File: src/rtl/mult_arb_pkg.sv
// Shared constants, pipeline stage records and adder-cell helpers for the
// arbitrated 4x4 multiplier.
package mult_arb_pkg;

  localparam int OPW    = 4;
  localparam int PRODW  = 8;
  localparam int IDMAXW = 3;

  typedef struct packed {
    logic              valid;
    logic [IDMAXW-1:0] id;
    logic [OPW-1:0]    a;
    logic [OPW-1:0]    b;
  } s1_t;

  typedef struct packed {
    logic              valid;
    logic [IDMAXW-1:0] id;
    logic [PRODW-1:0]  prod;
  } s2_t;

  // Returns {carry, sum}.
  function automatic logic [1:0] fa(input logic x, input logic y, input logic z);
    return {(x & y) | (x & z) | (y & z), x ^ y ^ z};
  endfunction

  function automatic logic [1:0] ha(input logic x, input logic y);
    return {x & y, x ^ y};
  endfunction

endpackage

File: src/rtl/rr_arbiter.sv
// Combinational round-robin arbiter: scans upward from ptr with wrap-around
// and grants the first active request (one-hot).
module rr_arbiter #(
  parameter int NREQ = 4,
  parameter int IDW  = 2
) (
  input  logic [NREQ-1:0] req,
  input  logic [IDW-1:0]  ptr,
  output logic [NREQ-1:0] gnt
);

  logic [IDW:0] idx_s;
  logic [IDW:0] sum_s;
  logic         found_s;
  logic         hit_s;

  // Priority scan starting at the pointer position.
  always_comb begin
    gnt     = {NREQ{1'b0}};
    found_s = 1'b0;
    hit_s   = 1'b0;
    sum_s   = {(IDW+1){1'b0}};
    idx_s   = {(IDW+1){1'b0}};
    for (int k = 0; k < NREQ; k++) begin
      sum_s   = {1'b0, ptr} + (IDW+1)'(k);
      idx_s   = (sum_s >= (IDW+1)'(NREQ)) ? (sum_s - (IDW+1)'(NREQ)) : sum_s;
      hit_s   = ~found_s & req[idx_s[IDW-1:0]];
      gnt[idx_s[IDW-1:0]] = gnt[idx_s[IDW-1:0]] | hit_s;
      found_s = found_s | hit_s;
    end
  end

endmodule

File: src/rtl/wallace.sv
// 4x4 unsigned Wallace-tree multiplier: partial products are reduced with
// full/half adders down to three sparse rows, then summed.
module wallace
  import mult_arb_pkg::*;
(
  input  logic [OPW-1:0]   a,
  input  logic [OPW-1:0]   b,
  output logic [PRODW-1:0] prod
);

  logic [OPW-1:0]   pp_s [OPW];
  logic [1:0]       h1_s, f2_s, f3_s, f4_s, h5_s, f3b_s;
  logic [PRODW-1:0] row_x_s, row_y_s, row_z_s;

  for (genvar i = 0; i < OPW; i++) begin : g_pp
    assign pp_s[i] = a & {OPW{b[i]}};
  end

  // pp_s[i][j] carries weight i+j; first layer compresses each column.
  assign h1_s  = ha(pp_s[0][1], pp_s[1][0]);
  assign f2_s  = fa(pp_s[0][2], pp_s[1][1], pp_s[2][0]);
  assign f3_s  = fa(pp_s[0][3], pp_s[1][2], pp_s[2][1]);
  assign f4_s  = fa(pp_s[1][3], pp_s[2][2], pp_s[3][1]);
  assign h5_s  = ha(pp_s[2][3], pp_s[3][2]);
  assign f3b_s = fa(f3_s[0], pp_s[3][0], f2_s[1]);

  assign row_x_s = {1'b0, pp_s[3][3], h5_s[0], f4_s[0], f3b_s[0], f2_s[0], h1_s[0], pp_s[0][0]};
  assign row_y_s = {1'b0, h5_s[1], f4_s[1], f3_s[1], 1'b0, h1_s[1], 1'b0, 1'b0};
  assign row_z_s = {3'b000, f3b_s[1], 4'b0000};

  assign prod = row_x_s + row_y_s + row_z_s;

endmodule

File: src/rtl/mult_arbiter.sv
// NREQ requesters share one 4x4 multiplier through a round-robin grant and a
// two-stage valid/ready pipeline (S1 operands, S2 product).
module mult_arbiter
  import mult_arb_pkg::*;
#(
  parameter int NREQ = 4,
  parameter int IDW  = 2
) (
  input  logic              clk,
  input  logic              rst,
  input  logic [NREQ-1:0]   req_valid,
  input  logic [4*NREQ-1:0] req_a,
  input  logic [4*NREQ-1:0] req_b,
  output logic [NREQ-1:0]   req_ready,
  output logic              rsp_valid,
  input  logic              rsp_ready,
  output logic [IDW-1:0]    rsp_id,
  output logic [PRODW-1:0]  rsp_prod,
  output logic              busy
);

  s1_t              s1_r, s1_nxt_s;
  s2_t              s2_r, s2_nxt_s;
  logic [IDW-1:0]   ptr_r, ptr_nxt_s;
  logic             busy_r;

  logic             s2_drain_s;
  logic             s1_adv_s;
  logic             grant_ok_s;
  logic [NREQ-1:0]  arb_req_s;
  logic [NREQ-1:0]  gnt_s;
  logic [IDW-1:0]   gnt_id_s;
  logic [OPW-1:0]   gnt_a_s;
  logic [OPW-1:0]   gnt_b_s;
  logic [PRODW-1:0] prod_s;
  logic             unused_id_s;

  // A new grant is only offered when S1 has room this cycle; never during reset.
  always_comb begin
    s2_drain_s = s2_r.valid & rsp_ready;
    s1_adv_s   = s1_r.valid & (~s2_r.valid | s2_drain_s);
    grant_ok_s = ~s1_r.valid | s1_adv_s;
    arb_req_s  = (grant_ok_s & ~rst) ? req_valid : {NREQ{1'b0}};
  end

  rr_arbiter #(
    .NREQ (NREQ),
    .IDW  (IDW)
  ) u_rr (
    .req (arb_req_s),
    .ptr (ptr_r),
    .gnt (gnt_s)
  );

  assign req_ready = gnt_s;

  // One-hot operand and ID select for the granted requester.
  always_comb begin
    gnt_id_s = {IDW{1'b0}};
    gnt_a_s  = {OPW{1'b0}};
    gnt_b_s  = {OPW{1'b0}};
    for (int i = 0; i < NREQ; i++) begin
      gnt_id_s = gnt_id_s | (IDW'(i) & {IDW{gnt_s[i]}});
      gnt_a_s  = gnt_a_s  | (req_a[OPW*i +: OPW] & {OPW{gnt_s[i]}});
      gnt_b_s  = gnt_b_s  | (req_b[OPW*i +: OPW] & {OPW{gnt_s[i]}});
    end
  end

  wallace u_mult (
    .a    (s1_r.a),
    .b    (s1_r.b),
    .prod (prod_s)
  );

  // Stage, pointer and busy next-state.
  always_comb begin
    s1_nxt_s  = s1_r;
    s2_nxt_s  = s2_r;
    ptr_nxt_s = ptr_r;

    if (|gnt_s) begin
      s1_nxt_s.valid = 1'b1;
      s1_nxt_s.id    = IDMAXW'(gnt_id_s);
      s1_nxt_s.a     = gnt_a_s;
      s1_nxt_s.b     = gnt_b_s;
    end else if (s1_adv_s) begin
      s1_nxt_s.valid = 1'b0;
    end else begin
      s1_nxt_s.valid = s1_r.valid;
    end

    if (s1_adv_s) begin
      s2_nxt_s.valid = 1'b1;
      s2_nxt_s.id    = s1_r.id;
      s2_nxt_s.prod  = prod_s;
    end else if (s2_drain_s) begin
      s2_nxt_s.valid = 1'b0;
    end else begin
      s2_nxt_s.valid = s2_r.valid;
    end

    if (|gnt_s) begin
      ptr_nxt_s = (gnt_id_s == IDW'(NREQ-1)) ? {IDW{1'b0}} : (gnt_id_s + IDW'(1));
    end else begin
      ptr_nxt_s = ptr_r;
    end
  end

  // Pipeline registers; reset discards anything in flight.
  always_ff @(posedge clk or posedge rst) begin
    if (rst) begin
      s1_r   <= '0;
      s2_r   <= '0;
      ptr_r  <= {IDW{1'b0}};
      busy_r <= 1'b0;
    end else begin
      s1_r   <= s1_nxt_s;
      s2_r   <= s2_nxt_s;
      ptr_r  <= ptr_nxt_s;
      busy_r <= s1_nxt_s.valid | s2_nxt_s.valid;
    end
  end

  assign rsp_valid   = s2_r.valid;
  assign rsp_id      = s2_r.id[IDW-1:0];
  assign rsp_prod    = s2_r.prod;
  assign busy        = busy_r;
  assign unused_id_s = ^s2_r.id;

endmodule

File: config.mk
export PLATFORM = sky130hd
export DESIGN_NAME = mult_arbiter
export DESIGN_NICKNAME = d
export VERILOG_FILES = /design/src/rtl/mult_arb_pkg.sv /design/src/rtl/rr_arbiter.sv /design/src/rtl/wallace.sv /design/src/rtl/mult_arbiter.sv
export SDC_FILE = /design/constraint.sdc
export NUM_CORES = 1
export LEC_CHECK = 0
export CAP_MARGIN = 30
export CORE_MARGIN = 2
export CORE_UTILIZATION = 38
export DETAILED_ROUTE_END_ITERATION = 12
export GPL_TIMING_DRIVEN = 0
export PLACE_DENSITY = 0.71
export RECOVER_POWER = 100
export SETUP_SLACK_MARGIN = 0.2
export SYNTH_ARGS = -nofsm -noshare
export SYNTH_HDL_FRONTEND = slang
export SYNTH_SLANG_ARGS = --single-unit
File: constraint.sdc
create_clock -name clk -period 5.22 [get_ports clk]
set_input_delay 1.044 -clock clk [delete_from_list [all_inputs] [get_ports clk]]
set_output_delay 1.044 -clock clk [all_outputs]
set_load 0.02 [all_outputs]
# [After elaboration in Yosys (flattened, before gate mapping)]
# Index checks and enable logic that the tools add are counted.
[classes] addsub=10 n_lt_le_gt_ge=12 eq_ne=1 muxes=37 bitwise_logic=74 n_reduce_logical=5
[ops] op="4-bit AND" count=13
[ops] op="4-bit OR" count=6
[ops] op="1-bit AND" count=20
[ops] op="1-bit OR" count=17
[ops] op="1-bit binary-select mux with 2-bit select" count=8
[ops] op="1-bit 2-to-1 mux" count=16
[ops] op="4-bit bitwise mux" count=3
[ops] op="2-bit by 3-bit < comparator with 1-bit output (second input constant)" count=4
[ops] op="2-bit 2-to-1 mux" count=5
[ops] op="1-bit XOR" count=10
[ops] op="3-bit >= comparator (second input constant)" count=3
[ops] op="7-bit by 7-bit adder with 8-bit output" count=1
[ops] op="8-bit by 5-bit adder with 8-bit output" count=1
[ops] op="1-bit demux with 2-bit select" count=4
[ops] op="2-bit by 1-bit >= comparator with 1-bit output (second input constant)" count=4
[ops] op="2-bit by 1-bit subtractor with 2-bit output (second input constant)" count=4
[ops] op="2-bit by 2-bit adder with 3-bit output (second input constant)" count=2
[ops] op="1-bit inverter" count=6
[ops] op="1-bit logical AND" count=4
[ops] op="4-bit 2-to-1 mux" count=1
[ops] op="4-bit OR reduction" count=1
[ops] op="2-bit by 1-bit adder with 3-bit output (second input constant)" count=1
[ops] op="2-bit by 3-bit >= comparator with 1-bit output (second input constant)" count=1
[ops] op="2-bit by 1-bit adder with 2-bit output (second input constant)" count=1
[ops] op="other kinds (3)" count=3
[word_totals] regBits=25 inputBits=39 out_inout_bits=16 wordCells=148

# [Logic depth before layout (Yosys ltp)]
[depth] ltp_word=26 ltp_mapped=14 mapped_depth_nobuf=11

# [Modules after synthesis]
# From an unflattened synthesis, not the netlist that was laid out.
[hier_totals] cells_unflattened=217 area_unflattened_um2=2094.5
[by_module_without_submodules] mod="mult_arbiter" n_inst=1 cells_each=96 area_per_inst_um2=1112.3 seq_area_each_um2=625.6
[by_module_without_submodules] mod="rr_arbiter" n_inst=1 cells_each=81 area_per_inst_um2=623.1 seq_area_each_um2=0.0
[by_module_without_submodules] mod="wallace" n_inst=1 cells_each=40 area_per_inst_um2=359.1 seq_area_each_um2=0.0

# [Worst setup path before layout]
# OpenSTA, ideal clock, no wires.
[synth_timing] path_kind="input to output" startpoint="in req_valid[3]" endpoint="out req_ready[0]" arrival_ns=3.186 required_ns=4.176 setup_slack_ns=0.990 cell_stages=10 path_buffers=2 cell_sequence="mux4_2 > buf_6 > o311ai_2 > o211ai_2 > a32oi_2 > a21o_1 > o221a_4 > nand2_2 > buf_4 > o21bai_1"
[synth_via] elab_chain_cells=17 elab_cells_between_ends=31 cone_classes="mux: 18; bitwise: 13"
[synth_lines] item="start: declaration" line="mult_arbiter.sv:11" rtl="input logic [NREQ-1:0] req_valid,"
[synth_lines] item="4-bit 2-to-1 mux *" line="mult_arbiter.sv:43" rtl="arb_req_s = (grant_ok_s & ~rst) ? req_valid : {NREQ{1'b0}};"
[synth_lines] item="1-bit binary-select mux with 2-bit select" line="rr_arbiter.sv:27" rtl="hit_s = ~found_s & req[idx_s[IDW-1:0]];"
[synth_lines] item="1-bit 2-to-1 mux (implied by the code)" line="rr_arbiter.sv:27"
[synth_lines] item="1-bit OR" line="rr_arbiter.sv:28" rtl="gnt[idx_s[IDW-1:0]] = gnt[idx_s[IDW-1:0]] | hit_s;"
[synth_lines] item="4-bit AND (no source line)"
[synth_lines] item="1-bit binary-select mux with 2-bit select" line="rr_arbiter.sv:28"
[synth_lines] item="1-bit 2-to-1 mux (implied by the code)" line="rr_arbiter.sv:28"
[synth_lines] item="1-bit OR" line="rr_arbiter.sv:28"
[synth_lines] item="4-bit bitwise mux" line="rr_arbiter.sv:28"
[synth_lines] item="1-bit binary-select mux with 2-bit select" line="rr_arbiter.sv:28"
[synth_lines] item="1-bit 2-to-1 mux (implied by the code)" line="rr_arbiter.sv:28"
[synth_lines] item="1-bit OR" line="rr_arbiter.sv:28"
[synth_lines] item="4-bit bitwise mux" line="rr_arbiter.sv:28"
[synth_lines] item="1-bit binary-select mux with 2-bit select" line="rr_arbiter.sv:28"
[synth_lines] item="1-bit 2-to-1 mux (implied by the code)" line="rr_arbiter.sv:28"
[synth_lines] item="1-bit OR" line="rr_arbiter.sv:28"
[synth_lines] item="4-bit bitwise mux *" line="rr_arbiter.sv:28"
[synth_lines] item="end: declaration" line="mult_arbiter.sv:14" rtl="output logic [NREQ-1:0] req_ready,"
# Every way passes the cells marked *; elsewhere a longest branch is shown, timed or not. The select of a mux whose other input is x is not followed.

# [Worst setup path after layout]
# Same ends and word-level chain as after synthesis.

==> results.md <==
- ANT cells: 0
- Horiz. Die Dim: approximately 83 microns
- Register area share after synthesis: 26.5%
- Clk sinks: 25
- Final Setup Violations: 0
- P_leak: 0.00130 uW
- Max-cap violations: 0
- Ys async rst share: 100%
- Root Buffer: clkbuf_8
- Gp weighted congestion: around 0.82
- Drt first-iter violations: 109
- Fillers: 555
- Flops & latches, synth: 25
- Largest net degree at the start of global routing: 26
- Pre-CTS setup slack: -213 ps
- Post-Syn Instances: between 200 and 250
- Startpoint Class: input port
- Number of nets in the layout: 354
- Commonest cells after routing, fill and taps aside: clkdlybuf4s50_1, dfrtp_1, nand2_1
- Worst Path Arrival: 3890 ps
- H-tree depth: 1
- Via Count: between 2000 and 2500
- Hold_ws: 473 ps
- # port buffers: 54
- Global route overflow: 0
- Worst Tran Pin Value: 1180 ps
- GRT Overall Usage: 17.1%
- Avg WL per Cell: 16.3 microns
- Tmin final: 4940 ps
- CTS tree: yes
- Clk buf depth: 2
- DP Cell Count: 364
- Detailed placement HPWL: ~4.6 mm
- Post-cts hold buffer count: 0
- Maximum VDD drop: 0.448 mV
- First-pass GRT wire length: 9.98 mm
- Layout cell share with drive strength beyond 1: 17.2%
- Synthesized net count: about 300
- Final worst slack: 284 ps
- Post-Layout Cell Count: between 300 and 400
- DRC: 0
- Vias in the first global route: 2066
- Starting Density: 39.7%
- Most common cell after layout, fill and taps aside: clkdlybuf4s50_1
- Die ar.: 6860 sq um
- I/O pin cnt: 55
- Inserted Clock Buffers: 3
- CP Class: in -> out
- Status: finished, final reports clean
- Worst r2r src: ptr_r[1]
- Data required, critical path: 4180 ps
- Core region area: 5960 sq um
- Pwr dens: 726 nW/um^2
- EDFF count, synth: 0
- Fmax achieved: 203 MHz
- Top FF cell, synth: dfrtp_1
- Routed WL: 6.06 mm
- Setup crit end kind: output pin
- Area growth syn-to-layout: 28.7%
- Crit Path Max Fanout: 10
- Final Cycle Share: approximately 95%
- Clk_lat worst skew: 260 ps
- Antenna-violating nets left: 0
- Crit. Startpoint: req_valid[3]
- Hold Path Class: reg -> reg
- Final hold violations: 0
- Clock slew at reported path FFs: 80 ps
- Die Height: 82.8 microns
- Pins Over Slew Limit: 0
- RSZ-0062 raised after global routing: false
- Synth Cell Area: ~2400 sq um
- Hold Startpoint: rsp_prod[6]
- Drt via density: 5.84
- Distinct cells, synth: 63
- Yosys warns: 0
- Antenna violations before repair: 0
- Fin Clk Skew: 2.39 ps
- Avg Cell Area, Syn: 10.1 sq um
- Max-slew headroom: 21.0%
- Site row count: 28
- Pre-Repair DR Iteration Count: 5
synth_stat cells (3+ instances only):
master,n,area [sq um]
a211oi_1,3,22.5
clkbuf_1,10,37.5
inv_1,8,30.0
o21ai_0,5,25.0
buf_2,3,15.0
a221oi_1,8,70.1
a222oi_1,8,80.1
o211ai_1,9,67.6
mux2_4,9,135
dfrtp_1,25,626
nor2_1,8,30.0
nand2b_1,3,18.8
nand2_1,23,86.3
or3_1,3,18.8
a31oi_1,3,18.8
mux2_2,7,78.8
a22o_1,9,78.8
fa_1,5,100
mux4_2,4,90.1
ha_1,13,163
a21oi_1,3,15.0
nand3_1,4,20.0
and2_1,14,87.6
metrics by stage:
step	TNS [ps]	util (%)	power [uW]	instance area, sq um
final	0	51.1	2210	3040
after global routing	0	51.1	2390	3040
after CTS	0	51.2	2250	3050
after detailed placement	-260	50.3	2150	3000
after global placement	-206	50.3	2120	3000
after floorplan	0	-	1710	2360
cell type report:
type / instances / area [sq um] / area share [%]
plain buffers: 16 / 90.1 / 2.96
clock buffers: 3 / 41.3 / 1.36
clock inverters: 1 / 5.00 / 0.165
inverters: 8 / 30.0 / 0.988
multi-input cells: 186 / 1610 / 53.0
flip-flops and latches: 25 / 626 / 20.6
well taps: 75 / 93.8 / 3.09
repair buffers: 57 / 544 / 17.9
worst paths after layout:
| kind | end | slack (ps) | depth (start not counted) |
|---|---|---|---|
| max | req_ready[0] | 280 | 12 |
| min | rsp_prod[6] | 470 | 2 |
| max reg2reg | s1_r[2] | 740 | 13 |
| min reg2reg | rsp_prod[6] | 470 | 2 |
| max in group asynchronous | rsp_prod[7] | 2750 | 3 |
| min in group asynchronous | s1_r[11] | 1220 | 2 |
routing by layer:
layer,vias up,GRT usage [%],routed length [microns]
li1,1037,-,-
met1,1051,24.4,2890
met2,76,28.4,2870
met3,4,2.09,273
met4,0,2.38,27
met5,-,0,0
cells by family (layout without fill, tap and decap cells):
logic type                 after synthesis  count (layout)  synth area share (%)
xor gates and xnor gates                 3               3                  1.11
and+or+nand+nor                         70              70                  15.6
adders and majority gates               18              18                  11.1
AOI/OAI and AO/OA                       75              75                  28.0
buffers and inverters                   24              85                  4.77
muxes                                   20              20                  12.9
DFF                                     25              25                  26.5
state kept, by name (all words and copies together) (netlist names):
name / cells
s1_r: 11
rsp_prod: 8
ptr_r: 2
rsp_id: 2
busy: 1
rsp_valid: 1
power breakdown:
group,total [uW],switching (uW),internal [uW]
sequential,353,63.0,290
clock,114,60.4,53.3
combinational,1740,919,822
worst max-delay path, stage by stage:
cell and delay [ps]:
clkdlybuf4s50_1 470, mux4_2 530, buf_6 170, o311ai_2 70, o211ai_1 150, a32oi_1 410, and2_0 240, o221a_4 230
nand2_1 110, buf_6 160, o21bai_1 120, clkbuf_2 180
what timing repair did:
action                                  4_1_cts  5_1_grt
endpoints found under the setup margin        4        4
pin swaps                                     1        2
buffers inserted                              0        2
resized for setup                             6       15
No activity file was read; power rests on OpenSTA's default activity.
